File: config.mk
export PLATFORM = sky130hd
export DESIGN_NAME = wdg_service
export DESIGN_NICKNAME = d
export VERILOG_FILES = /design/src/rtl/wdg_pkg.sv /design/src/rtl/wdg_keyseq.sv /design/src/rtl/wdg_service.sv
export SDC_FILE = /design/constraint.sdc
export NUM_CORES = 1
export LEC_CHECK = 0
export CAP_MARGIN = 0
export CORE_ASPECT_RATIO = 0.5
export CORE_UTILIZATION = 36
export CTS_CLUSTER_DIAMETER = 200
export DETAILED_ROUTE_END_ITERATION = 8
export PLACE_DENSITY = 0.81
export REMOVE_ABC_BUFFERS = 1
export SLEW_MARGIN = 20
export SYNTH_ARGS = -nofsm -noshare
export SYNTH_HDL_FRONTEND = slang
export SYNTH_SLANG_ARGS = --single-unit
File: constraint.sdc
create_clock -name sys_clk -period 1.3 [get_ports sys_clk]
set_input_delay 0.26 -clock sys_clk [delete_from_list [all_inputs] [get_ports sys_clk]]
set_output_delay 0.26 -clock sys_clk [all_outputs]
set_load 0.005 [all_outputs]
File: src/rtl/wdg_pkg.sv
// rtl/wdg_pkg.sv - service keys and state encodings for the watchdog service block
package wdg_pkg;

    localparam logic [31:0] KEY1 = 32'h5A5A_A5A5;
    localparam logic [31:0] KEY2 = 32'hA5A5_5A5A;

    typedef enum logic {
        WAIT_K1 = 1'b0,
        WAIT_K2 = 1'b1
    } key_state_e;

    typedef enum logic [1:0] {
        RUN  = 2'd0,
        BARK = 2'd1,
        BITE = 2'd2
    } main_state_e;

endpackage

File: src/rtl/wdg_keyseq.sv
// rtl/wdg_keyseq.sv - two-key service sequencer with KEY1-to-KEY2 timeout
module wdg_keyseq
    import wdg_pkg::*;
#(
    parameter int KEY_TO = 16
) (
    input  logic        clk,
    input  logic        rst,
    input  logic        wr_en,
    input  logic [31:0] wr_data,
    output logic        seq_done,
    output logic        seq_err
);

    localparam int TW = $clog2(KEY_TO + 1);

    key_state_e    state_q, state_d;
    logic [TW-1:0] to_cnt_q, to_cnt_d;

    always_ff @(posedge clk or posedge rst) begin
        if (rst) begin
            state_q  <= WAIT_K1;
            to_cnt_q <= '0;
        end else begin
            state_q  <= state_d;
            to_cnt_q <= to_cnt_d;
        end
    end

    // A write in the last allowed cycle still counts as the KEY2 attempt.
    always_comb begin
        state_d  = state_q;
        to_cnt_d = to_cnt_q;
        seq_done = 1'b0;
        seq_err  = 1'b0;
        if (state_q == WAIT_K1) begin
            if (wr_en) begin
                if (wr_data == KEY1) begin
                    state_d  = WAIT_K2;
                    to_cnt_d = '0;
                end else begin
                    seq_err = 1'b1;
                end
            end
        end else begin
            if (wr_en) begin
                state_d  = WAIT_K1;
                to_cnt_d = '0;
                if (wr_data == KEY2) begin
                    seq_done = 1'b1;
                end else begin
                    seq_err = 1'b1;
                end
            end else if (to_cnt_q == TW'(KEY_TO - 1)) begin
                state_d  = WAIT_K1;
                to_cnt_d = '0;
                seq_err  = 1'b1;
            end else begin
                to_cnt_d = to_cnt_q + 1'b1;
            end
        end
    end

endmodule

File: src/rtl/wdg_service.sv
// rtl/wdg_service.sv - watchdog service: window check, bark/bite escalation
module wdg_service
    import wdg_pkg::*;
#(
    parameter int WIDTH  = 4,
    parameter int KEY_TO = 16
) (
    input  logic             sys_clk,
    input  logic             res,
    input  logic             wr_en,
    input  logic [31:0]      wr_data,
    input  logic [WIDTH-1:0] count_wdg,
    input  logic [WIDTH-1:0] cnt_thrhd,
    input  logic [WIDTH-1:0] win_thrhd,
    output logic             cnt_clr,
    output logic             kick_ok,
    output logic             kick_err,
    output logic             bark,
    output logic             bite
);

    logic        seq_done, seq_err;
    main_state_e state_q, state_d;
    logic        eq_q, eq_d;
    logic        cnt_clr_q, cnt_clr_d;
    logic        kick_ok_q, kick_ok_d;
    logic        kick_err_q, kick_err_d;
    logic        expiry, window_ok, accept;

    wdg_keyseq #(.KEY_TO(KEY_TO)) u_keyseq (
        .clk      (sys_clk),
        .rst      (res),
        .wr_en    (wr_en),
        .wr_data  (wr_data),
        .seq_done (seq_done),
        .seq_err  (seq_err)
    );

    // eq_q starts at 1 so a count already parked at threshold is not an expiry.
    always_ff @(posedge sys_clk or posedge res) begin
        if (res) begin
            state_q    <= RUN;
            eq_q       <= 1'b1;
            cnt_clr_q  <= 1'b0;
            kick_ok_q  <= 1'b0;
            kick_err_q <= 1'b0;
        end else begin
            state_q    <= state_d;
            eq_q       <= eq_d;
            cnt_clr_q  <= cnt_clr_d;
            kick_ok_q  <= kick_ok_d;
            kick_err_q <= kick_err_d;
        end
    end

    always_comb begin
        eq_d       = (count_wdg == cnt_thrhd);
        expiry     = eq_d && !eq_q;
        window_ok  = (win_thrhd <= cnt_thrhd) && (count_wdg >= win_thrhd);
        accept     = seq_done && window_ok && (state_q != BITE);
        state_d    = state_q;
        kick_ok_d  = accept;
        cnt_clr_d  = accept;
        kick_err_d = seq_err || (seq_done && !accept);
        case (state_q)
            RUN: begin
                if (!accept && expiry) state_d = BARK;
            end
            BARK: begin
                if (accept)      state_d = RUN;
                else if (expiry) state_d = BITE;
            end
            BITE: begin
                kick_err_d = wr_en;
            end
            default: state_d = RUN;
        endcase
    end

    assign cnt_clr  = cnt_clr_q;
    assign kick_ok  = kick_ok_q;
    assign kick_err = kick_err_q;
    assign bark     = (state_q != RUN);
    assign bite     = (state_q == BITE);

endmodule
Word level (Yosys, flattened, before mapping)
Cells that the tools add are included. W data, S select, Z words.

Register bits: 11. Bits of input ports: 47.

Bitwise logic cells: 1. Magnitude comparators: 2. Add/subtract/negate cells: 1. Reduce and logical (&&, ||, !) cells: 15. Equality and inequality tests: 9. Multiplexer cells: 24.

Operator list (count): $eq A32 B31 Y1 const B (1); $eq A32 B32 Y1 const B (1); $mux W5 (5); $mux W1 (15); $logic_and A1 B1 Y1 (6); $mux W2 (3); $pmux W2 S3 (1); $reduce_bool A2 Y1 (3); $add A5 B1 Y5 const B (1); $eq A5 B4 Y1 const B (1); $eq A4 B4 Y1 (1); $ge A4 B4 Y1 (1); $le A4 B4 Y1 (1); $ne A2 B2 Y1 const B (2); $ne A3 B3 Y1 const B (1); $reduce_and A3 Y1 (1); $eq A2 B1 Y1 const B (1); $eq A2 B2 Y1 const B (1); $logic_not A1 Y1 (2); $logic_not A2 Y1 (1); $reduce_and A2 Y1 (1); $logic_or A1 B1 Y1 (1); $not A1 Y1 (1).

Logic depth before layout (Yosys ltp)
Depth in word-level cells: 10. Gate-level depth with buffers: 7. Depth with buffers taken out: 7.

Cells and area by module
Synthesis repeated with hierarchy kept, for this count alone.

Cells, all modules: 111. Area, all modules: 1106.1 µm².

Modules (own cells, without submodules): wdg_keyseq (times used 1, area an instance 610.6 µm², cells each 59); wdg_service (times used 1, area an instance 495.5 µm², cells each 52).

Worst setup path before layout
Ideal clock, no wire load.

Path type: input port to flip-flop. From: input cnt_thrhd[2]. To: register state_q[1]. Stages: 7. Path buffers: 0. Data arrival time: 1.264 ns. Setup slack: -0.085 ns. Path through: inv_1 ha_1 a21oi_1 o221ai_1 a21oi_1 and3_4 o21ai_2.

Word-level cells in the longest chain between the ends: 8.

RTL lines: start: declaration (line wdg_service.sv:13) `input logic [WIDTH-1:0] cnt_thrhd,`; $le A4 B4 Y1 * (line wdg_service.sv:59) `window_ok = (win_thrhd <= cnt_thrhd) && (count_wdg >= win_thrhd);`; $logic_and A1 B1 Y1 * (line wdg_service.sv:59); $logic_and A1 B1 Y1 * (2 in series) (line wdg_service.sv:60) `accept = seq_done && window_ok && (state_q != BITE);`; named net accept (line wdg_service.sv:28) `logic expiry, window_ok, accept;`; $logic_not A1 Y1 (line wdg_service.sv:67) `if (!accept && expiry) state_d = BARK;`; $logic_and A1 B1 Y1 (line wdg_service.sv:67); $ne A2 B2 Y1 (no line); $reduce_and A3 Y1 (no line); end signal: assignment (line wdg_service.sv:48) `state_q <= state_d;`; end: declaration (line wdg_service.sv:23) `main_state_e state_q, state_d;`.

Mark *: on every way through the listed nets, which the timed path passes. The rest lies on a longest branch. A chain may end at the register's enable or synchronous reset.

Worst setup path after layout
From: input wr_data[28]. To: register kick_err_q (netlist: kick_err).

Word-level cells in the longest chain between the ends: 10.

RTL lines: start: declaration (line wdg_service.sv:11) `input logic [31:0] wr_data,`; $eq A32 B32 Y1 (line wdg_keyseq.sv:49) `if (wr_data == KEY2) begin`; $mux W1 (line wdg_keyseq.sv:49); $mux W1 (line wdg_keyseq.sv:46) `if (wr_en) begin`; $mux W1 (line wdg_keyseq.sv:36) `if (state_q == WAIT_K1) begin`; $logic_and A1 B1 Y1 (2 in series) (line wdg_service.sv:60); $logic_not A1 Y1 (line wdg_service.sv:64) `kick_err_d = seq_err || (seq_done && !accept);`; $logic_and A1 B1 Y1 (line wdg_service.sv:64); $logic_or A1 B1 Y1 * (line wdg_service.sv:64); $mux W1 * (line wdg_service.sv:65) `case (state_q)`; named net kick_err_d (line wdg_service.sv:27) `logic kick_err_q, kick_err_d;`; end signal: assignment (line wdg_service.sv:52) `kick_err_q <= kick_err_d;`; end: declaration (line wdg_service.sv:27).

Marked as above.

==> impl_metrics.json <==
{
  "drc": 0,
  "max_slew_margin_pct": 72.5,
  "numPortBuffers": 51,
  "crit_path_end_kind": "flop",
  "async_reset_ff_share_pct": 100,
  "cts_tree": "yes",
  "critPathKind": "in2reg",
  "clk_path_buf_depth": 2,
  "fin_skew_ns": 0.000491,
  "dp.cells": 209,
  "grt_pass1_wl_um": 5460,
  "synthTopCellsByArea": "dfrtp_1 (25%), ha_1 (11%), nor4bb_1 (7.9%), inv_1 (5.2%), xor2_1 (4.3%)",
  "status": "finished with violations",
  "first_iter_violations": 48,
  "core_area_sq_um": 2640,
  "worstPathRequired_ns": 1.43,
  "critPathBufInv": 1,
  "ant_nets": 0,
  "hold_viol": 0,
  "ys_ff_latch": 11,
  "synth_seq_area_share_pct": 27.4,
  "max_freq_mhz": 705,
  "clk-insertion-delay-late_ns": 0.24,
  "synth_top_area_share_pct": 24.8,
  "routed_wl_um": 3500,
  "gr-total-overflow": 0,
  "grt_setup_unrepaired": "true",
  "ir_drop_mv": 0.466,
  "root_buffer": "clkbuf_8",
  "cts_hold_buf": 0,
  "place.gp.congestion": 0.810,
  "final_nets": 246,
  "dr_total_vias": 1182,
  "drt_pass1_iterations": 6,
  "die_w_um": 76.9,
  "htreeDepth": 1,
  "place_area_sq_um": 1670,
  "worstPathArrival_ns": 1.54,
  "powerDensity_nw_per_um2": 745,
  "slew_viol_final": 0,
  "clk_pin_slew_ns": 0.05,
  "grt_max_degree": 12,
  "timing.critical_path.fanout_max": 2,
  "crit_family": "compound AO/OA/AOI/OAI gates",
  "pin_count": 52,
  "start_util_pct": 38.4,
  "synth.most_common_cell": "inv_1",
  "start_kind": "input pin",
  "antenna_found_initial": 0,
  "synth_cell_type_count": 39,
  "n_antenna_cell": 0,
  "cp_slowest_stage_delay_ns": 0.41,
  "yosysTopAreaCell": "dfrtp_1",
  "grt_pass1_vias": 1194,
  "worst_slack_ns": -0.119,
  "post-route-period-util_pct": 109,
  "wl_per_cell_um": 15.5,
  "power_mw": 1.37,
  "fin_cells": 226,
  "die_h_um": 39.5,
  "ys_warn_count": 0,
  "yosys_most_used_dff": "dfrtp_1",
  "grt_util_all_layers_pct": 24.3,
  "cts.sinks": 11,
  "synth.avg_cell_area_sq_um": 9.45,
  "dp.final_hpwl_um": 2420,
  "netlist_instances": 107,
  "netlist_area_sq_um": 1010,
  "numCtsBuffers": 3,
  "violations": "negative setup slack",
  "drv_cap": 0,
  "setup_violations": 5,
  "rows": 13,
  "vias_per_cell": 5.23,
  "postLayoutCellArea_sq_um": 1840,
  "slowest_stage": "or3b_4",
  "die_area_sq_um": 3040,
  "synth_edf_count": 0,
  "drive_gt1_share_pct": 56.1,
  "hold_path_class": "in2async",
  "path_cells": "clkdlybuf4s15_1 > or3b_4 > o41ai_2 > o211ai_1 > a31o_1",
  "p_leak_nw": 0.910,
  "tightest_slew_ns": 0.412,
  "syn2layout_area_growth_pct": 82.4,
  "synthTopCellsByCount": "inv_1 (14), dfrtp_1 (10), ha_1 (9)",
  "period_minus_slack_ns": 1.42
}
## registers in the layout (all words and copies together) (netlist names)
| signal | cells |
|---|---|
| u_keyseq.to_cnt_q | 5 |
| state_q | 2 |
| eq_q | 1 |
| kick_err | 1 |
| kick_ok | 1 |
| u_keyseq.state_q | 1 |
## kinds of logic (layout without fill, tap and decap cells)
| kind of cell | count (synthesis) | after routing | share of synthesized area, % |
|---|---|---|---|
| and+or+nand+nor | 46 | 46 | 35.5 |
| AOI/OAI and AO/OA | 20 | 20 | 14.9 |
| buffers and inverters | 15 | 97 | 5.94 |
| DFF | 11 | 11 | 27.4 |
| adders and majority gates | 9 | 9 | 11.1 |
| xor gates and xnor gates | 6 | 6 | 5.20 |
## final cells by class
class                      count  area, sq um
clock buffer                   4         45.0
fill                         211          791
inverter                      14         52.6
multi-input combinational     81          842
sequential                    11          277
tap                           37         46.3
timing repair buffer          79          582
## placed cells by master (no fill, tap or decap), types with 4 or more instances in the layout
cell / instances
and4bb_2: 4
buf_2: 15
buf_4: 28
buf_6: 8
clkbuf_2: 13
clkdlybuf4s15_1: 5
dfrtp_1: 10
dlygate4sd2_1: 8
ha_1: 5
inv_1: 11
nand2_1: 6
nand4_1: 5
xor2_1: 5
## metal layers
layer	vias to the layer above	routed length (um)	share of wire [%]	global-route usage (%)
li1	567	-	-	-
met5	-	0	0	0
met4	0	99	2.8	7.69
met1	564	1400	40	24.5
met3	14	118	3.4	5.35
met2	37	1880	54	52.5
## where the power goes
| part | leakage (nW) | internal (mW) | switching [mW] |
|---|---|---|---|
| Sequential | 0.145 | 0.373 | 0.0223 |
| Clock | 0.0228 | 0.215 | 0.130 |
| Combinational | 0.742 | 0.380 | 0.254 |
## per-stage QoR
stage / util, % / setup TNS [ns] / worst slack, ns / hold WS, ns
after floorplan: - / -0.240 / -0.0854 / 0.112
after global placement: 63.5 / -6.04 / -0.645 / 0.473
after detailed placement: 63.5 / -6.78 / -0.703 / 0.477
after CTS: 69.5 / -0.176 / -0.0729 / 0.320
after global routing: 70.0 / -0.665 / -0.175 / 0.375
final: 70.0 / -0.305 / -0.119 / 0.331
## repair_timing
item / CTS / global route
cloned: 0 / 0
buffers inserted: 10 / 4
resized for setup: 156 / 39
endpoints found under the setup margin: 15 / 12
pin swaps: 40 / 15
## path summary, 6_finish.rpt
| check | to | depth (start not counted) | start | slack [ns] |
|---|---|---|---|---|
| worst min-delay path | u_keyseq.to_cnt_q[3] | 2 | res | 0.33 |
| worst min register to register | u_keyseq.to_cnt_q[4] | 1 | u_keyseq.to_cnt_q[4] | 0.50 |
| worst max register to register | kick_err | 6 | u_keyseq.to_cnt_q[0] | -0.10 |
| min in group sys_clk | u_keyseq.to_cnt_q[4] | 1 | u_keyseq.to_cnt_q[4] | 0.50 |
| worst max-delay path | kick_err | 5 | wr_data[28] | -0.12 |
| max in group asynchronous | eq_q | 2 | res | 0.65 |
No activity file was read; power rests on OpenSTA's default activity.
